--- src/rtl/multi_cycle_ctrl.sv ---
// rtl/multi_cycle_ctrl.sv - multi-cycle MIPS-subset control unit (FETCH/DCD/EXE/MEM/WB)
module multi_cycle_ctrl (
  input  logic       clk,
  input  logic       reset,
  input  logic [5:0] opcode_in,
  input  logic [5:0] funct_in,
  input  logic       zero_in,
  input  logic       mem_ready,
  output logic       PCWr,
  output logic       IRWr,
  output logic       RegWrite,
  output logic       MemRead,
  output logic       MemWrite,
  output logic [1:0] RegDst,
  output logic [1:0] MemtoReg,
  output logic       ALUSrc,
  output logic [1:0] Extop,
  output logic [2:0] ALUctr,
  output logic [1:0] NPCop,
  output logic [2:0] state_out,
  output logic       instr_done,
  output logic       illegal
);

  localparam logic [2:0] S_FETCH = 3'b000;
  localparam logic [2:0] S_DCD   = 3'b001;
  localparam logic [2:0] S_EXE   = 3'b010;
  localparam logic [2:0] S_MEM   = 3'b011;
  localparam logic [2:0] S_WB    = 3'b100;

  localparam logic [5:0] OP_RTYPE = 6'b000000;
  localparam logic [5:0] OP_J     = 6'b000010;
  localparam logic [5:0] OP_JAL   = 6'b000011;
  localparam logic [5:0] OP_BEQ   = 6'b000100;
  localparam logic [5:0] OP_ADDI  = 6'b001000;
  localparam logic [5:0] OP_ADDIU = 6'b001001;
  localparam logic [5:0] OP_ORI   = 6'b001101;
  localparam logic [5:0] OP_LUI   = 6'b001111;
  localparam logic [5:0] OP_LW    = 6'b100011;
  localparam logic [5:0] OP_SW    = 6'b101011;

  localparam logic [5:0] FN_JR    = 6'b001000;
  localparam logic [5:0] FN_ADDU  = 6'b100001;
  localparam logic [5:0] FN_SUBU  = 6'b100011;
  localparam logic [5:0] FN_SLT   = 6'b101010;

  logic [2:0] state_q, state_d;
  // Set for the one cycle after a reset edge so that cycle is fully quiet.
  logic       rst_q;

  logic is_rtype, is_addu, is_subu, is_slt, is_jr;
  logic is_j, is_jal, is_beq, is_addi, is_addiu, is_ori, is_lui, is_lw, is_sw;
  logic is_alu, is_legal;

  assign is_rtype = (opcode_in == OP_RTYPE);
  assign is_addu  = is_rtype && (funct_in == FN_ADDU);
  assign is_subu  = is_rtype && (funct_in == FN_SUBU);
  assign is_slt   = is_rtype && (funct_in == FN_SLT);
  assign is_jr    = is_rtype && (funct_in == FN_JR);
  assign is_j     = (opcode_in == OP_J);
  assign is_jal   = (opcode_in == OP_JAL);
  assign is_beq   = (opcode_in == OP_BEQ);
  assign is_addi  = (opcode_in == OP_ADDI);
  assign is_addiu = (opcode_in == OP_ADDIU);
  assign is_ori   = (opcode_in == OP_ORI);
  assign is_lui   = (opcode_in == OP_LUI);
  assign is_lw    = (opcode_in == OP_LW);
  assign is_sw    = (opcode_in == OP_SW);

  assign is_alu   = is_addu | is_subu | is_slt | is_ori | is_lui | is_addi | is_addiu;
  assign is_legal = is_alu | is_lw | is_sw | is_beq | is_j | is_jal | is_jr;

  assign state_out = state_q;

  // State register; reset parks the FSM in FETCH and arms the quiet cycle.
  always_ff @(posedge clk) begin
    if (reset) begin
      state_q <= S_FETCH;
      rst_q   <= 1'b1;
    end else begin
      state_q <= state_d;
      rst_q   <= 1'b0;
    end
  end

  // Datapath steering decoded purely from the instruction, independent of state.
  always_comb begin
    RegDst   = 2'b00;
    MemtoReg = 2'b00;
    ALUSrc   = 1'b0;
    Extop    = 2'b00;
    ALUctr   = 3'b001;
    if (is_rtype) RegDst = 2'b01;
    if (is_jal) begin
      RegDst   = 2'b10;
      MemtoReg = 2'b10;
    end
    if (is_lw) MemtoReg = 2'b01;
    if (is_ori | is_lui | is_lw | is_sw | is_addi | is_addiu) ALUSrc = 1'b1;
    if (is_lui) Extop = 2'b01;
    if (is_lw | is_sw | is_addi | is_addiu | is_beq) Extop = 2'b10;
    if (is_subu | is_beq) ALUctr = 3'b010;
    if (is_slt) ALUctr = 3'b011;
    if (is_ori) ALUctr = 3'b100;
  end

  // Next-state and strobe generation; strobes are silenced in the post-reset cycle.
  always_comb begin
    state_d    = state_q;
    PCWr       = 1'b0;
    IRWr       = 1'b0;
    RegWrite   = 1'b0;
    MemRead    = 1'b0;
    MemWrite   = 1'b0;
    NPCop      = 2'b00;
    instr_done = 1'b0;
    illegal    = 1'b0;
    case (state_q)
      S_FETCH: begin
        MemRead = 1'b1;
        if (mem_ready) begin
          IRWr    = 1'b1;
          PCWr    = 1'b1;
          state_d = S_DCD;
        end
      end
      S_DCD: begin
        state_d = S_FETCH;
        if (is_j) begin
          PCWr       = 1'b1;
          NPCop      = 2'b10;
          instr_done = 1'b1;
        end else if (is_jal) begin
          PCWr       = 1'b1;
          NPCop      = 2'b10;
          RegWrite   = 1'b1;
          instr_done = 1'b1;
        end else if (is_jr) begin
          PCWr       = 1'b1;
          NPCop      = 2'b11;
          instr_done = 1'b1;
        end else if (!is_legal) begin
          illegal    = 1'b1;
          instr_done = 1'b1;
        end else begin
          state_d = S_EXE;
        end
      end
      S_EXE: begin
        if (is_beq) begin
          PCWr       = zero_in;
          NPCop      = 2'b01;
          instr_done = 1'b1;
          state_d    = S_FETCH;
        end else if (is_lw | is_sw) begin
          state_d = S_MEM;
        end else begin
          state_d = S_WB;
        end
      end
      S_MEM: begin
        MemRead  = is_lw;
        MemWrite = is_sw;
        if (mem_ready) begin
          if (is_sw) begin
            instr_done = 1'b1;
            state_d    = S_FETCH;
          end else begin
            state_d = S_WB;
          end
        end
      end
      S_WB: begin
        RegWrite   = 1'b1;
        instr_done = 1'b1;
        state_d    = S_FETCH;
      end
      default: state_d = S_FETCH;
    endcase
    if (rst_q) begin
      state_d    = S_FETCH;
      PCWr       = 1'b0;
      IRWr       = 1'b0;
      RegWrite   = 1'b0;
      MemRead    = 1'b0;
      MemWrite   = 1'b0;
      NPCop      = 2'b00;
      instr_done = 1'b0;
      illegal    = 1'b0;
    end
  end

endmodule

--- config.mk ---
export PLATFORM = sky130hd
export DESIGN_NAME = multi_cycle_ctrl
export DESIGN_NICKNAME = d
export VERILOG_FILES = /design/src/rtl/multi_cycle_ctrl.sv
export SDC_FILE = /design/constraint.sdc
export NUM_CORES = 1
export LEC_CHECK = 0
export CELL_PAD_IN_SITES_DETAIL_PLACEMENT = 1
export CELL_PAD_IN_SITES_GLOBAL_PLACEMENT = 2
export CORE_ASPECT_RATIO = 1.25
export CORE_MARGIN = 2
export CORE_UTILIZATION = 25
export DETAILED_ROUTE_END_ITERATION = 10
export DONT_BUFFER_PORTS = 1
export GPL_ROUTABILITY_DRIVEN = 0
export PLACE_DENSITY_LB_ADDON = 0.05
export SYNTH_ARGS = -nofsm -noshare
export SYNTH_HDL_FRONTEND = slang
export SYNTH_SLANG_ARGS = --single-unit
--- constraint.sdc ---
create_clock -name clk -period 1.71 [get_ports clk]
set_clock_uncertainty 0.05 [all_clocks]
set_input_delay 0.342 -clock clk [delete_from_list [all_inputs] [get_ports clk]]
set_output_delay 0.342 -clock clk [all_outputs]
set_load 0.01 [all_outputs]
==> run_results.csv, run 1 <==
group,metric,value,unit
run_status,status,"finished, violations left",
run_status,violations,"negative setup slack",
logic_synthesis,synth_mux_area_frac,0.0153,
critical_path,r2r-end,"state_out[1]",
job,cap_violations,0,
hold_path,hold_class,"input pin to flop",
cts,cts_max_path_buffers,2,
logic_synthesis,netlist_area,653,um2
critical_path,reg2regPathDepth,5,
timing,setup_ws,-0.143,ns
power,finalPower,307,uW
logic_synthesis,syn_nets,111,
critical_path,r2r_slack,0.37,ns
timing,drv_slew,0,
cts,htreeDepth,1,
floorplan,start_util,0.266,
cts,cts_buffers,3,
finish,synthToLayoutAreaGrowth,37.2,%
timing,hold_viol,0,
critical_path,worstPathArrival,1.46,ns
route,wl,2270,um
route,drc,0,
logic_synthesis,yosysSeqAreaShare,0.123,
logic_synthesis,netlist_top_cells_count,"nor2_1, nor3_1, nand2_1, nor2b_1",
critical_path,critPathMaxStageDelay,0.39,ns
finish,final_nets,126,
placement,dp_hpwl,1860,um
critical_path,path_cells,"or3b_4 > or2_4 > nor3b_4",
timing,finalSetupViolCount,5,
finish,multiInputGateArea,597,um2
critical_path,worstPathRequired,1.32,ns
placement,io_buffers,0,
global_routing,grt_max_degree,14,
logic_synthesis,yosys_warnings,0,
finish,n_antenna_cell,0,
logic_synthesis,yosys.area_share.simple,0.527,
floorplan,num_rows,20,
power,vdd_drop_max,0.151,mV
floorplan,fp.dieArea,3040,um2
critical_path,cp-start-kind,"flop",
critical_path,path_class,"flop to primary output",
route,top_layer_used,"met4",
critical_path,crit_path_top_delay_cell,"or3b_4",
logic_synthesis,syn_avg_cell_area,6.88,um2
global_routing,grt_overflow,0,
logic_synthesis,yosysTopAreaCell,"dfxtp_1",
logic_synthesis,synth_compound_area_frac,0.230,
finish,layout-drive-gt1-share,0.380,
route,route.vias.total,769,
floorplan,ios,38,
hold_path,min_from,"reset",
route,drt_iter0_drc,9,
placement,place_inst,136,
logic_synthesis,async_flop_share,0,
global_routing,grt_antenna_before_repair,0,
route,wl_met3,124,um
global_routing,grt_pass1_wl,3730,um
logic_synthesis,ys_ff_latch,4,
route,met2WireLength,1220,um
logic_synthesis,synth_top_family_by_area,"simple AND/OR/NAND/NOR gates",
finish,fin_cells,141,
critical_path,r2r-start,"state_out[2]",
logic_synthesis,yosysMostFrequentCell,"nor2_1",
placement,pre_cts_ws,-0.0670,ns
power,power_leakage,0.341,nW
logic_synthesis,synth_adder_area_share,0,
cts,cts_tree,"done",
global_routing,grt_pass1_vias,794,
route,wl_met1,903,um
global_routing,track_usage,0.158,
logic_synthesis,synthTopCellsByArea,"dfxtp_1, nor2_1, nor3_1",
cts,clk_pin_slew,0.04,ns
logic_synthesis,netlist-cell-type-count,39,
floorplan,die_w,49.7,um
timing,slew_headroom,0.753,
hold_path,worstHoldEndpoint,"rst_q",
timing,holdWs,0.0886,ns
logic_synthesis,synth_top_cell_area_share,0.123,
finish,final_core_util,0.365,
logic_synthesis,synthXorXnorAreaFrac,0.0134,
timing,fmax,540,MHz
cts,hold_buffers,0,
route,routedWlPerCell,16.1,um
logic_synthesis,ys.flop_type,"dfxtp_1",
floorplan,core,2450,um2
floorplan,die_y,61.1,um
timing,layout_min_cycle_time,1.85,ns
timing,rsz0062_at_grt,"true",
route,viasPerCell,5.45,
cts,clock_sinks,4,
finish,fillers,333,
critical_path,end_kind,"primary output",
logic_synthesis,syn_inst,95,
route,final_antenna_net_count,0,
hold_path,hold_depth,0,
power,power_density,343,nW/um2
cts,clock_latency,0.23,ns
logic_synthesis,synth_edf_count,0,
timing,worst_pin_slew,0.367,ns
finish,seqCellArea,81.3,um2
route,dr.pass1.iters,3,
cts,cts_root_buffer,"clkbuf_4",
critical_path,cp_max_fo,3,
timing,fin_crit_sh,1.08,
logic make-up (layout without fill, tap and decap cells):
kind of cell,count (synthesis),count (layout)
XOR/XNOR,1,1
buffers and inverters,11,24
multiplexers,1,1
AND/OR/NAND/NOR,59,59
flip-flops,4,4
AO/OA/AOI/OAI,19,19
worst max-delay path, delay by kind of cell (launching register included):
family / cells / cell delay [ns]
flops: 1 / 0.32
simple gates: 3 / 0.90
registers in the layout, indices dropped and copies added (netlist names):
register and flops:
rst_q 1, state_out 3
worst max-delay path by stage:
stage / startpoint / endpoint / slack, ns / depth (start not counted)
global route: state_out[0] / instr_done / -0.21 / 4
finish: state_out[0] / illegal / -0.14 / 3
floorplan: state_out[0] / illegal / -0.02 / 4
global placement: funct_in[1] / NPCop[0] / -0.03 / 4
detailed placement: funct_in[1] / NPCop[1] / -0.07 / 4
CTS: state_out[2] / instr_done / -0.15 / 4
cells in the final DEF, fill, tap and decap left out, types with 2 or more instances in the layout:
| master | count |
|---|---|
| a31oi_1 | 2 |
| nand3_1 | 3 |
| nor3_2 | 3 |
| a21oi_2 | 2 |
| buf_4 | 18 |
| nor2_1 | 12 |
| and4b_1 | 2 |
| clkbuf_4 | 3 |
| nor2b_1 | 5 |
| inv_1 | 2 |
| a21oi_1 | 2 |
| and3_1 | 2 |
| nand2_1 | 5 |
| a2bb2oi_1 | 2 |
| nand4_1 | 4 |
| and2_1 | 2 |
| nor3_1 | 4 |
| nor3b_1 | 2 |
| or2_4 | 2 |
| dfxtp_1 | 3 |
metal layers:
metal	GRT usage	vias up
li1	-	379
met1	0.175	368
met2	0.291	20
met3	0.0316	2
met4	0.0754	0
met5	0	-
timing repair:
item / in CTS / in global routing
endpoints found under the setup margin: 8 / 9
gates resized for setup: 9 / 4
setup buffers: 0 / 2
pin swaps: 7 / 5
report_power, final:
part	internal, mW	total, mW	switching [mW]	leakage, nW
Clock	0.0782	0.113	0.0345	0.0138
Combinational	0.0478	0.0969	0.0491	0.294
Sequential	0.0964	0.0979	0.00141	0.0331
Total	0.222	0.307	0.0850	0.341
area by class of cell:
type	instances	share of cell area
tap	33	0.0461
timing repair buffer	19	0.163
inverter	2	0.00838
multi-input combinational	80	0.666
clock buffer	3	0.0251
sequential	4	0.0908
through the flow:
| stage | cell area (um2) | TNS, ns |
|---|---|---|
| finish | 896 | -0.382 |
| floorplan | 692 | -0.0228 |
| CTS | 863 | -0.586 |
| detailed placement | 805 | -0.247 |
| global placement | 805 | -0.119 |
| global route | 896 | -0.900 |
(Power assumes the default switching activity.)
==> run 2: changes to the inputs <==
--- a/config.mk
+++ b/config.mk
@@ -14,6 +14,7 @@
 export DONT_BUFFER_PORTS = 1
 export GPL_ROUTABILITY_DRIVEN = 0
 export PLACE_DENSITY_LB_ADDON = 0.05
+export SETUP_SLACK_MARGIN = 0.05
 export SYNTH_ARGS = -nofsm -noshare
 export SYNTH_HDL_FRONTEND = slang
 export SYNTH_SLANG_ARGS = --single-unit
==> run 2 against run 1 <==
  * The flow still finishes with violations (negative setup slack)
  * Worst setup slack got worse by 0.020 ns
  * Hold slack got worse by 0.0073 ns
  * Sequential cell count is the same
  * First-iteration DRC count fell by 44%
  * Via count decreased by 1.3%
  * Die area stayed put
  * Cell area is 0.84% higher
  * Critical path type unchanged
  * Largest power group unchanged
  * Sequential power about the same
==> run_results.csv, run 2 (synthesized netlist as in run 1, its figures left out) <==
group,metric,value,unit
run_status,violations,"negative setup slack",
route,drc,0,
timing,setup_ws,-0.163,ns
finish,seqCellArea,81.3,um2
power,p_int,222,uW
timing,slew_headroom,0.758,
floorplan,start_util,0.266,
critical_path,cp-start-kind,"flop",
route,drt_iter0_drc,5,
power,p_seq_frac,0.313,
finish,fillers,325,
cts,htreeDepth,1,
finish,n_antenna_cell,0,
global_routing,grt_max_degree,14,
finish,final_common_cell,"buf_4",
critical_path,crit_path_top_delay_cell,"or3b_4",
finish,finalInstanceArea,903,um2
timing,hold_viol,0,
hold_path,hold_class,"input pin to flop",
placement,dp_hpwl,1860,um
power,p_switching,91.3,uW
power,p_clk_frac,0.376,
run_status,status,"finished, violations left",
global_routing,grt_pass1_vias,723,
finish,multiInputGateArea,627,um2
route,final_antenna_net_count,0,
placement,io_buffers,0,
route,dr.pass1.iters,4,
floorplan,num_rows,20,
power,power_frac_comb,0.311,
timing,fin_crit_sh,1.10,
power,power_density,347,nW/um2
timing,tns,-0.497,ns
critical_path,cp_max_fo,3,
critical_path,critPathMaxStageDelay,0.40,ns
global_routing,grt_overflow,0,
placement,placed_cell_area,790,um2
finish,layout-drive-gt1-share,0.371,
cts,clk_pin_slew,0.04,ns
route,routedWlPerCell,17.3,um
finish,final_core_util,0.368,
critical_path,worstPathArrival,1.48,ns
floorplan,die_y,61.1,um
cts,cts_root_buffer,"clkbuf_4",
route,viasPerCell,5.50,
critical_path,path_cells,"or3b_4 > or2_4 > nor3b_4",
cts,clock_latency,0.24,ns
power,vdd_drop_max,0.287,mV
floorplan,die_w,49.7,um
timing,layout_min_cycle_time,1.87,ns
cts,clock_sinks,4,
timing,worst_pin_slew,0.360,ns
cts,cts_buffers,3,
critical_path,path_class,"flop to primary output",
global_routing,track_usage,0.160,
route,route.vias.total,759,
cts,cts_max_path_buffers,2,
finish,synthToLayoutAreaGrowth,38.3,%
route,wl,2390,um
timing,rsz0062_at_grt,"true",
cts,cts_tree,"done",
global_routing,grt_antenna_before_repair,0,
finish,fin_cells,138,
critical_path,end_kind,"primary output",
finish,final_nets,123,
critical_path,worstPathRequired,1.32,ns
global_routing,grt_pass1_wl,3710,um
finish,final_cell_mix,"buf_4, nor2_1, nor2b_1, nand2_1",
floorplan,core,2450,um2
floorplan,ios,38,
timing,drv_slew,0,
timing,holdWs,0.0813,ns
timing,fmax,534,MHz
power,finalPower,313,uW
job,cap_violations,0,
timing,finalSetupViolCount,6,
finish,largest_reg_flops,3,
placement,pre_cts_ws,-0.0806,ns
floorplan,fp.dieArea,3040,um2
power,power_leakage,0.327,nW
power,switching_share,0.291,
placement,place_inst,134,
run 2: path summary, 6_finish.rpt:
kind / start / slack [ns] / cells past startpoint / to
worst max-delay path: state_out[0] / -0.16 / 3 / illegal
worst min-delay path: reset / 0.08 / 0 / rst_q
worst max register to register: state_out[2] / 0.34 / 5 / state_out[1]
worst min register to register: state_out[0] / 0.62 / 3 / state_out[2]
run 2: layout make-up:
cell class | instances | share of cell area
clock buffer | 3 | 0.0249
inverter | 2 | 0.00831
multi-input combinational | 80 | 0.694
sequential | 4 | 0.0900
tap | 33 | 0.0457
timing repair buffer | 16 | 0.137
run 2: power groups by stage:
stage               clock network, mW  logic [mW]  registers, mW
floorplan                           0      0.0704          0.100
global placement                    0      0.0856         0.0990
detailed placement                  0      0.0869         0.0991
CTS                             0.124      0.0927         0.0978
global route                    0.132       0.106         0.0983
finish                          0.118      0.0973         0.0981
run 2: what timing repair did:
item,CTS,global route
pin swaps,10,11
hold buffers,0,0
endpoints found under the setup margin,10,9
endpoints found under the hold margin,0,0
buffers inserted,1,0
resized for setup,10,7
run 2: worst max-delay path: cells and delay by family (launching register included):
kind	cells	cell delay (ns)
flops	1	0.33
simple gates	3	0.91
run 2: per-layer routing:
layer  part of all wire  track usage  wire, um  up-vias
met2               0.53        0.288      1270       21
met1               0.41        0.186       976      363
li1                   -            -         -      371
met5                  0            0         0        -
met3              0.049       0.0388       118        4
met4              0.011       0.0595        27        0
